`config.mk`:
```
export PLATFORM = sky130hd
export DESIGN_NAME = onp_result_formatter
export DESIGN_NICKNAME = d
export VERILOG_FILES = /design/src/rtl/onp_result_formatter.sv
export SDC_FILE = /design/constraint.sdc
export NUM_CORES = 1
export LEC_CHECK = 0
export ABC_CLOCK_PERIOD_IN_PS = 4500
export CORE_AREA = 2 2 119 121
export CTS_BUF_LIST = sky130_fd_sc_hd__clkbuf_8
export DETAILED_ROUTE_END_ITERATION = 10
export DIE_AREA = 0 0 121 123
export PLACE_DENSITY_LB_ADDON = 0.15
export SLEW_MARGIN = 20
export SYNTH_ARGS = -nofsm -noshare
export SYNTH_HDL_FRONTEND = slang
export SYNTH_SLANG_ARGS = --single-unit
```
`constraint.sdc`:
```
create_clock -name clk -period 4.5 [get_ports clk]
set_input_delay 0.675 -clock clk [delete_from_list [all_inputs] [get_ports clk]]
set_output_delay 0.675 -clock clk [all_outputs]
set_load 0.005 [all_outputs]
```
`src/rtl/onp_result_formatter.sv`:
```
// Signed ALU result to decimal ASCII byte stream, one power-of-ten subtraction per cycle.
// Optional trailing CR/LF is enabled by defining FMT_CRLF_EN.
module onp_result_formatter #(
    parameter int DATA_W     = 32,
    parameter int MAX_DIGITS = 10
) (
    input  logic              clk,
    input  logic              rst,
    input  logic [DATA_W-1:0] i_result,
    input  logic              i_result_ready,
    output logic [7:0]        o_char,
    output logic              o_char_valid,
    input  logic              i_char_ready,
    output logic              o_busy,
    output logic              o_dropped
);

    localparam int IDX_W = (MAX_DIGITS > 1) ? $clog2(MAX_DIGITS) : 1;
    localparam logic [IDX_W-1:0] IDX_LAST = IDX_W'(MAX_DIGITS - 1);

    typedef enum logic [2:0] {
        S_IDLE  = 3'd0,
        S_SIGN  = 3'd1,
        S_DIGIT = 3'd2,
        S_EMIT  = 3'd3
`ifdef FMT_CRLF_EN
        ,
        S_CR    = 3'd4,
        S_LF    = 3'd5
`endif
    } state_t;

    // Elaboration-time power of ten, width-limited to DATA_W.
    function automatic logic [DATA_W-1:0] pow10_f(input int k);
        logic [DATA_W-1:0] p;
        p = DATA_W'(1);
        for (int i = 0; i < k; i++) begin
            p = p * DATA_W'(10);
        end
        return p;
    endfunction

    logic [DATA_W-1:0] pow10_rom [MAX_DIGITS];

    generate
        for (genvar g = 0; g < MAX_DIGITS; g++) begin : g_rom
            assign pow10_rom[g] = pow10_f(g);
        end
    endgenerate

    state_t            state;
    logic [DATA_W-1:0] mag;
    logic [IDX_W-1:0]  idx;
    logic [3:0]        cnt;
    logic              lead;

    logic              neg;
    logic [DATA_W-1:0] abs_val;
    logic [DATA_W-1:0] cur_pow;

    // Magnitude as unsigned so the most negative input maps to 2^(DATA_W-1).
    always_comb begin
        neg     = i_result[DATA_W-1];
        abs_val = i_result;
        if (neg) begin
            abs_val = ~i_result + DATA_W'(1);
        end else begin
            abs_val = i_result;
        end
    end

    // Power-of-ten lookup for the current digit position.
    always_comb begin
        cur_pow = '0;
        if (32'(idx) < MAX_DIGITS) begin
            cur_pow = pow10_rom[idx];
        end else begin
            cur_pow = '0;
        end
    end

    // Conversion FSM with registered stream outputs.
    always_ff @(posedge clk or posedge rst) begin
        if (rst) begin
            state        <= S_IDLE;
            mag          <= '0;
            idx          <= '0;
            cnt          <= 4'd0;
            lead         <= 1'b0;
            o_char       <= 8'h00;
            o_char_valid <= 1'b0;
            o_busy       <= 1'b0;
            o_dropped    <= 1'b0;
        end else begin
            o_dropped <= (state != S_IDLE) && i_result_ready;
            case (state)
                S_IDLE: begin
                    if (i_result_ready) begin
                        mag    <= abs_val;
                        idx    <= IDX_LAST;
                        cnt    <= 4'd0;
                        lead   <= 1'b1;
                        o_busy <= 1'b1;
                        if (neg) begin
                            o_char       <= 8'h2D;
                            o_char_valid <= 1'b1;
                            state        <= S_SIGN;
                        end else begin
                            state <= S_DIGIT;
                        end
                    end
                end
                S_SIGN: begin
                    if (i_char_ready) begin
                        o_char_valid <= 1'b0;
                        o_char       <= 8'h00;
                        state        <= S_DIGIT;
                    end
                end
                S_DIGIT: begin
                    if (mag >= cur_pow) begin
                        mag <= mag - cur_pow;
                        cnt <= cnt + 4'd1;
                    end else if (lead && (cnt == 4'd0) && (idx != '0)) begin
                        idx <= idx - IDX_W'(1);
                        cnt <= 4'd0;
                    end else begin
                        o_char       <= 8'h30 + {4'd0, cnt};
                        o_char_valid <= 1'b1;
                        lead         <= 1'b0;
                        state        <= S_EMIT;
                    end
                end
                S_EMIT: begin
                    if (i_char_ready) begin
                        if (idx == '0) begin
`ifdef FMT_CRLF_EN
                            o_char <= 8'h0D;
                            state  <= S_CR;
`else
                            o_char_valid <= 1'b0;
                            o_char       <= 8'h00;
                            o_busy       <= 1'b0;
                            state        <= S_IDLE;
`endif
                        end else begin
                            o_char_valid <= 1'b0;
                            o_char       <= 8'h00;
                            idx          <= idx - IDX_W'(1);
                            cnt          <= 4'd0;
                            state        <= S_DIGIT;
                        end
                    end
                end
`ifdef FMT_CRLF_EN
                S_CR: begin
                    if (i_char_ready) begin
                        o_char <= 8'h0A;
                        state  <= S_LF;
                    end
                end
                S_LF: begin
                    if (i_char_ready) begin
                        o_char_valid <= 1'b0;
                        o_char       <= 8'h00;
                        o_busy       <= 1'b0;
                        state        <= S_IDLE;
                    end
                end
`endif
                default: begin
                    o_char_valid <= 1'b0;
                    o_char       <= 8'h00;
                    o_busy       <= 1'b0;
                    state        <= S_IDLE;
                end
            endcase
        end
    end

endmodule

```
# After elaboration in Yosys (flattened, before gate mapping)
# Memory sizes are Yosys's and may differ from the RTL's.
# Index checks and enable logic that the tools add are counted.
[classes] n_addsub=5 mul=0 div_mod_pow=0 magnitude_cmp=3 n_eq_ne=15 n_shift=0 n_mux=46 bitwise=3 reduce_logical=19
[ops] cell="two-way mux 32 bit" count=6
[ops] cell="one-hot mux 32 bit (2 select lines)" count=1
[ops] cell="two-way mux 4 bit" count=10
[ops] cell="two-way mux 8 bit" count=5
[ops] cell="adder 32 x 1 -> 32 bit (second input constant)" count=1
[ops] cell=">= comparator 32 bit" count=1
[ops] cell="NOT 32 bit" count=1
[ops] cell="subtractor 32 bit" count=1
[ops] cell="one-hot mux 4 bit (3 select lines)" count=2
[ops] cell="one-hot mux 8 bit (3 select lines)" count=1
[ops] cell="!= test 2 bit (second input constant)" count=10
[ops] cell="two-way mux 3 bit" count=5
[ops] cell="AND reduction 5 bit" count=3
[ops] cell="one-hot mux 3 bit (4 select lines)" count=1
[ops] cell="two-way mux 1 bit" count=10
[ops] cell="logical NOT 4 bit" count=2
[ops] cell="AND reduction 4 bit" count=2
[ops] cell="adder 6 x 4 -> 7 bit (first input constant)" count=1
[ops] cell="== test 3 x 2 -> 1 bit (second input constant)" count=2
[ops] cell="one-hot mux 1 bit (3 select lines)" count=2
[ops] cell="AND reduction 6 bit" count=1
[ops] cell="nonzero test 3 bit" count=2
[ops] cell=">= comparator 5 bit (second input constant)" count=1
[ops] cell="NOT 4 -> 5 bit" count=1
[ops] cell="15 further kinds" count=19
[totals] register_bits=55 latch_bits=0 mem_bits_rw=0 mem_bits_ro=512 input_bits=36 out_inout_bits=11 word_cells=101 memories=1
[mem_list] name="(no name shown)" words=16 width=32 read_ports=1 rd_clocked_by_memory_dff=0 wr=0 line_no="76" rtl="cur_pow = pow10_rom[idx];"

# Depth between registers and ports, before layout
# Gate-level depths: netlist of run 1.
[logic_depth] depth_word=8 depth_mapped=17 ltp_nobuf=14

# Worst setup path before layout of run 1
# No wires, ideal clock.
[synth_path] path_type="flip-flop to flip-flop" from="register idx[0]" to="register state[1]" setup_ps=125 arrival_time_ps=3525 required_time_ps=4375 path_slack_ps=850 path_stages_with_launch=16 path_buffers=1 synth_period_minus_slack_ps=3650 cell_sequence="dfrtp_1 -> clkbuf_1 -> inv_1 -> ha_1 -> nand2_1 -> inv_1 -> ha_1 -> fa_1 -> nand2b_1 -> a21oi_1 -> a2bb2oi_1 -> o2111ai_1 -> o211a_1 -> nand2_1 -> a21bo_2 -> mux2_2"
[synth_via] elab_chain_len=8 word_cells_on_any_way=16 cone_classes="2 x order compare; 2 x eq/ne; 6 x mux; 1 x bitwise; 4 x reduce/logical; 1 x memory"
[synth_lines] item="from (decl)" line_no="53" rtl="logic [IDX_W-1:0] idx;"
[synth_lines] item="from (signal assigned)" line_no="125" rtl="idx <= idx - IDX_W'(1);"
[synth_lines] item="from (signal assigned)" line_no="149" rtl="idx <= idx - IDX_W'(1);"
[synth_lines] item="NOT 4 -> 5 bit (implied by the code)" line_no="76"
[synth_lines] item="memory (16 x 32 bit)"
[synth_lines] item="two-way mux 32 bit (implied by the code) (2 in a row)" line_no="76"
[synth_lines] item="two-way mux 32 bit" line_no="75" rtl="if (32'(idx) < MAX_DIGITS) begin"
[synth_lines] item=">= comparator 32 bit" line_no="121" rtl="if (mag >= cur_pow) begin"
[synth_lines] item="!= test 2 bit (no source line)"
[synth_lines] item="AND reduction 5 bit (no source line)"
[synth_lines] item="to (signal assigned)" line_no="85" rtl="state <= S_IDLE;"
[synth_lines] item="to (signal assigned)" line_no="117" rtl="state <= S_DIGIT;"
[synth_lines] item="to (signal assigned)" line_no="131" rtl="state <= S_EMIT;"
[synth_lines] item="to (decl)" line_no="51" rtl="state_t state;"
# Several ways; a longest one is shown, not always the timed one. The select of a mux whose other input is x is not followed.
# A chain may end at the register's enable or synchronous reset.

# Final worst setup path of run 1
# Same ends and word-level chain as after synthesis.

==> results.md, run 1 <==
* Clk buf depth at 2
* Critical path origin: idx[0]
* Min-delay worst type: reg2reg
* Multi-input combinational cell area at 0.00375 mm²
* Synth Register Bits at 51
* Maximum fanout along the worst path at 11
* Max VDD drop at 0.346 mV
* First-pass GRT wire length at between 20 and 25 mm
* RSZ-0062 raised after global routing: no
* Final hold vios at 0
* FF/Latch Area at about 0.0013 mm²
* Routability cong. at approximately 0.94
* Clk_lat worst skew at 0.35 ns
* Post-synth top area share at 0.241
* Reg2Reg Depth at 15
* 1st-iter DRT viols at 412
* Fin Setup TNS at 0 ns
* Vias/cell at 5.75
* Post-cts repair resize count at 0
* Fin. max-slew vios at 0
* Async SR Flop Fraction at 1.00
* I/O Buffers at 44
* N_diodes at 0
* Clock network fraction of design power at 0.059
* Post-Syn Area per Cell at roughly 7.7 µm²
* Clock sink total at 51
* CP endpoint kind: flip-flop
* Total GRT Usage at 0.212
* Worst rel slew slack at 0.441
* FF-to-FF End: state[1]
* Post-synth top cells: nand2_1, a21oi_1, o21ai_0
* Via count at around 5100
* Required time worst endpoint at 4.75 ns
* Hold_buf cts at 0
* Worst-Margin Slew at 0.837 ns
* Synth Cell Area at 0.00530 mm²
* Power Dens Cells at 894 mW/mm²
* Share of cells above drive strength 1 at 0.0503
* Final min period at between 4 and 5 ns
* Clk pin slew, worst setup/hold paths at 0.12 ns
* Final ANT Viol Nets at 0
* CP Class: reg2reg
* Post-DR wirelength/cell at 17.1 µm
* Gate power share at 0.782
* Die width at about 120 µm
* Crit path capture: state[1]
* Die area at roughly 0.015 mm²
* CTS root buf: clkbuf_8
* Critical Path AT at 4.25 ns
* FF-to-FF Start: idx[0]
* Prevailing post-synth register cell: dfrtp_1
* EDFF count, synth at 0
* Post-synthesis cell type count at 76
* Routed wire length at approximately 15 mm
* Core area at 0.0136 mm²
* Vias in the first global route at 4799
* # setup viols final at 0
* Leakage at 0.00255 µW
* Sw Share at 0.541
* TritonCTS clock tree: built
* CP Launch Type: flip-flop
* DR pass1 iterations at 5
* I/O pins at between 40 and 50
* Total gr overflow at 0
* TritonCTS buffer count at 5
* # fillers at 1388
* Max-Cap Viols at 0
* Post-route total power at 5330 µW
* Outcome: complete, no violations
* Worst Skew at 0.0206 ns
* DR DRC count at 0
* NetSw at 2880 µW
* Synth Instances at 688
* Die Ht at 123 µm
* Largest cells by area after synthesis: dfrtp_1, ha_1, nand2_1
* H-tree Lvls at 2
* Flop2flop setup slack at 0.50 ns
* Yosys Warn Count at 0
* Initial core utilization at 0.389
* Int Power at roughly 2400 µW
* Sequential area share after synthesis at 0.241
* Layout area overhead at 12.4%
* Period utilization at 0.890
* Post-DP HPWL at roughly 12 mm
* Leading area contributor after synthesis: dfrtp_1
* Antenna violations before repair at 0
* Cell with the most instances after synthesis: nand2_1
* Nets at between 700 and 800
* Post-CTS setup buffer count at 0
* Peak Freq at 0.250 GHz
* Rows at 43
* Flop pwr share at 0.159
* Pin count of the biggest net entering global routing at 52
## cell usage in the layout (no fill, tap or decap), types with 6 or more instances in the layout
master	n
dfrtp_1	51
clkdlybuf4s50_1	44
nand2b_1	14
nand2_1	94
nor3_1	14
o21ai_0	61
nor2b_1	9
mux2i_1	6
inv_1	23
and3_1	6
a211oi_1	6
a21o_1	14
nor2_1	50
nand4_1	8
xnor2_1	26
nand3_1	21
ha_1	42
xor2_1	27
and2_1	6
o31ai_1	9
buf_4	11
a21oi_1	61
## cell type report
class / instances / share of cell area
Sequential cell: 51 / 0.214
Clock inverter: 3 / 0.00441
Inverter: 24 / 0.0151
Tap cell: 180 / 0.0378
Timing Repair Buffer: 55 / 0.0878
Multi-Input combinational cell: 577 / 0.629
Clock buffer: 5 / 0.0115
## power by group through the flow
stage	clock network [µW]	registers (µW)	logic (µW)
2_1_floorplan	0	794	3150
3_3_place_gp	0	850	4100
3_5_place_dp	0	854	4110
4_1_cts	320	846	4130
5_1_grt	332	874	4670
6_report	313	847	4170
## through the flow
step                      utilization  area (µm²)  hold slack (ns)  cells  setup WS [ns]
after floorplan                     -        5310            0.450    689          0.850
after global placement          0.431        5860            0.476    887          0.704
after detailed placement        0.431        5860            0.477    887          0.531
after CTS                       0.438        5960            0.502    895          0.511
after global routing            0.438        5960            0.535    895          0.169
final                           0.438        5960            0.501    895          0.496
## routing by layer
layer,global-route usage,vias to the layer above,share of wire
met5,0,-,0
met4,0.0690,0,0.019
met3,0.0314,23,0.060
met2,0.333,140,0.45
met1,0.299,2425,0.47
li1,-,2554,-
## kinds of logic (layout without fill, tap and decap cells)
kind of cell / Yosys count / after routing / share of synthesized area
AO/OA/AOI/OAI: 214 / 214 / 0.260
XOR/XNOR: 53 / 53 / 0.0876
adder cells (fa/ha/maj): 44 / 44 / 0.105
buffers and inverters: 61 / 87 / 0.0533
flip-flops: 51 / 51 / 0.241
multiplexers: 9 / 9 / 0.0177
other: 1 / 2 / 0.000707
AND/OR/NAND/NOR: 255 / 255 / 0.235
## state kept, by name, summed over array words and instances (netlist names)
| signal | flops |
|---|---|
| idx | 4 |
| mag | 32 |
| o_dropped | 1 |
| o_busy | 1 |
| state | 2 |
| o_char | 6 |
| cnt | 4 |
| lead | 1 |
## worst max-delay path, cell delays in order, from the launching register on
cell,delay (ns)
dfrtp_1,0.57
inv_1,0.21
ha_1,0.29
nand2_1,0.12
inv_1,0.11
ha_1,0.22
fa_1,0.39
nand2b_1,0.20
a21oi_1,0.26
a2bb2oi_1,0.20
buf_4,0.17
o2111ai_1,0.14
o211a_1,0.22
nand2_1,0.25
a21bo_2,0.24
mux2_2,0.34
## worst min path at each step
| stage | from | endpoint | cells after the start |
|---|---|---|---|
| finish | mag[17] | mag[17] | 2 |
| global route | mag[13] | mag[13] | 2 |
| CTS | mag[17] | mag[17] | 2 |
| detailed placement | mag[17] | mag[17] | 2 |
| global placement | mag[17] | mag[17] | 2 |
| floorplan | mag[13] | mag[13] | 2 |
Note: power is estimated with default switching activity, not from simulation.
==> inputs of run 2 (changes only) <==
--- a/config.mk
+++ b/config.mk
@@ -10,7 +10,6 @@
 export CTS_BUF_LIST = sky130_fd_sc_hd__clkbuf_8
 export DETAILED_ROUTE_END_ITERATION = 10
 export DIE_AREA = 0 0 121 123
-export PLACE_DENSITY_LB_ADDON = 0.15
 export SLEW_MARGIN = 20
 export SYNTH_ARGS = -nofsm -noshare
 export SYNTH_HDL_FRONTEND = slang
==> results.md, run 2 (same netlist as run 1, synthesis figures left out) <==
* Clk pin slew, worst setup/hold paths at 0.11 ns
* Largest registers: mag (32), o_char (6)
* Flop2flop setup slack at 0.40 ns
* N_diodes at 0
* Die Ht at 123 µm
* H-tree Lvls at 2
* DR pass1 iterations at 4
* FF/Latch Area at 0.00128 mm²
* Clock sink total at a little over 50
* Slowest Stage Delay on Critical Path at ~0.57 ns
* I/O pins at 47
* Worst Skew at 0.0115 ns
* Leakage at 0.00255 µW
* CP Launch Type: flip-flop
* Power Dens Cells at 887 mW/mm²
* Max VDD drop at 0.545 mV
* Post-cts repair resize count at 0
* CTS root buf: clkbuf_8
* Peak Freq at ~0.24 GHz
* Via count at 5160
* Required time worst endpoint at 4.74 ns
* Post-DR wirelength/cell at 16.8 µm
* DR DRC count at 0
* Hold path cells at 2
* Fin util at 0.439
* CP Class: reg2reg
* Critical path origin: idx[0]
* Reg2Reg Depth at 15
* Antenna violations before repair at 0
* Clk_lat worst skew at 0.34 ns
* Placed cell count at between 800 and 900
* Multi-input combinational cell area at 0.00375 mm²
* Worst-path cell with the longest stage delay: dfrtp_1
* Most common cell after layout, fill and taps aside: nand2_1
* Clk buf depth at 2
* Maximum fanout along the worst path at 11
* Worst-Margin Slew at 0.832 ns
* Final hold vios at 0
* Vias in the first global route at 4887
* Final ANT Viol Nets at 0
* Rows at 43
* RSZ-0062 raised after global routing: no
* TritonCTS buffer count at 5
* Worst rel slew slack at 0.444
* Nets at between 700 and 800
* FF-to-FF Start: idx[0]
* I/O Buffers at 44
* TritonCTS clock tree: built
* Layout area overhead at 12.6%
* Initial core utilization at 0.389
* Share of cells above drive strength 1 at 0.0517
* Crit-path leading delay family: compound AO/OA/AOI/OAI gates
* Post-route insts no fill at between 800 and 900
* Routed wire length at between 15 and 20 mm
* Max FFs per register at 32
* Total GRT Usage at 0.208
* Post-CTS setup buffer count at 0
* Die area at 0.0149 mm²
* Final WS setup at approximately 0.40 ns
* FF-to-FF End: state[1]
* Vias/cell at 5.76
* Routability cong. at just under 0.9
* Min-delay worst type: reg2reg
* Worst Min Path Start: mag[24]
* # fillers at 1350
* CP bufs+invs at 3
* Fin Setup TNS at 0 ns
* Period utilization at 0.911
* Pin count of the biggest net entering global routing at 37
* Post-DP HPWL at around 12 mm
* Die width at 121 µm
* DP Worst Slack at 0.421 ns
* Core area at between 0.01 and 0.015 mm²
* Commonest non-fill, non-tap cells in the layout: nand2_1, a21oi_1, o21ai_0, dfrtp_1, nor2_1
* Hold_buf cts at 0
* First-pass GRT wire length at approximately 25 mm
* CP endpoint kind: flip-flop
* # setup viols final at 0
* Critical Path AT at 4.34 ns
* Total gr overflow at 0
* Max-Cap Viols at 0
* Outcome: complete, no violations
* Critical Path, Cell by Cell: inv_1 > ha_1 > nand2_1 > inv_1 > ha_1 > fa_1 > nand2b_1 > a21oi_1 > a2bb2oi_1 > buf_4 > o2111ai_1 > o211a_1 > nand2_1 > a21bo_2 > mux2_2
* Fin. max-slew vios at 0
* 1st-iter DRT viols at 382
* Biggest register: mag
* Final min period at 4.10 ns
* Hold-critical path endpoint: mag[24]
==> run 2: worst min-delay path, cell delays in order, from the launching register on <==
cell	delay (ns)
dfrtp_1	0.37
nand2_1	0.05
o21ai_0	0.06
==> run 2: metrics by stage <==
step                instance area [µm²]  power [µW]  hold WS, ns
floorplan                          5310        3950        0.450
global placement                   5870        4890        0.474
detailed placement                 5870        4940        0.483
CTS                                5970        5280        0.509
global route                       5970        5850        0.534
finish                             5970        5300        0.508
==> run 2: worst max-delay path by stage <==
stage	endpoint	slack (ns)	cells past startpoint
CTS	state[1]	0.39	15
finish	state[1]	0.40	15
detailed placement	state[1]	0.42	15
floorplan	state[1]	0.85	15
global route	state[1]	0.11	15
global placement	state[1]	0.47	15
==> run 2: metal layers <==
metal	routed length, µm	track usage
met1	7010	0.279
met2	6960	0.338
met3	611	0.0378
met4	452	0.0712
met5	0	0
==> run 2: final cells by class <==
class                   count  share of cell area
multi-input cells         577               0.628
well taps                 180              0.0377
repair buffers             56              0.0889
clock buffers               6              0.0138
inverters                  24              0.0151
clock inverters             2             0.00272
flip-flops and latches     51               0.214
==> run 2: power by group <==
group / total [µW] / switching, µW / internal [µW]
clock: 315 / 188 / 126
sequential: 837 / 158 / 680
combinational: 4140 / 2470 / 1670
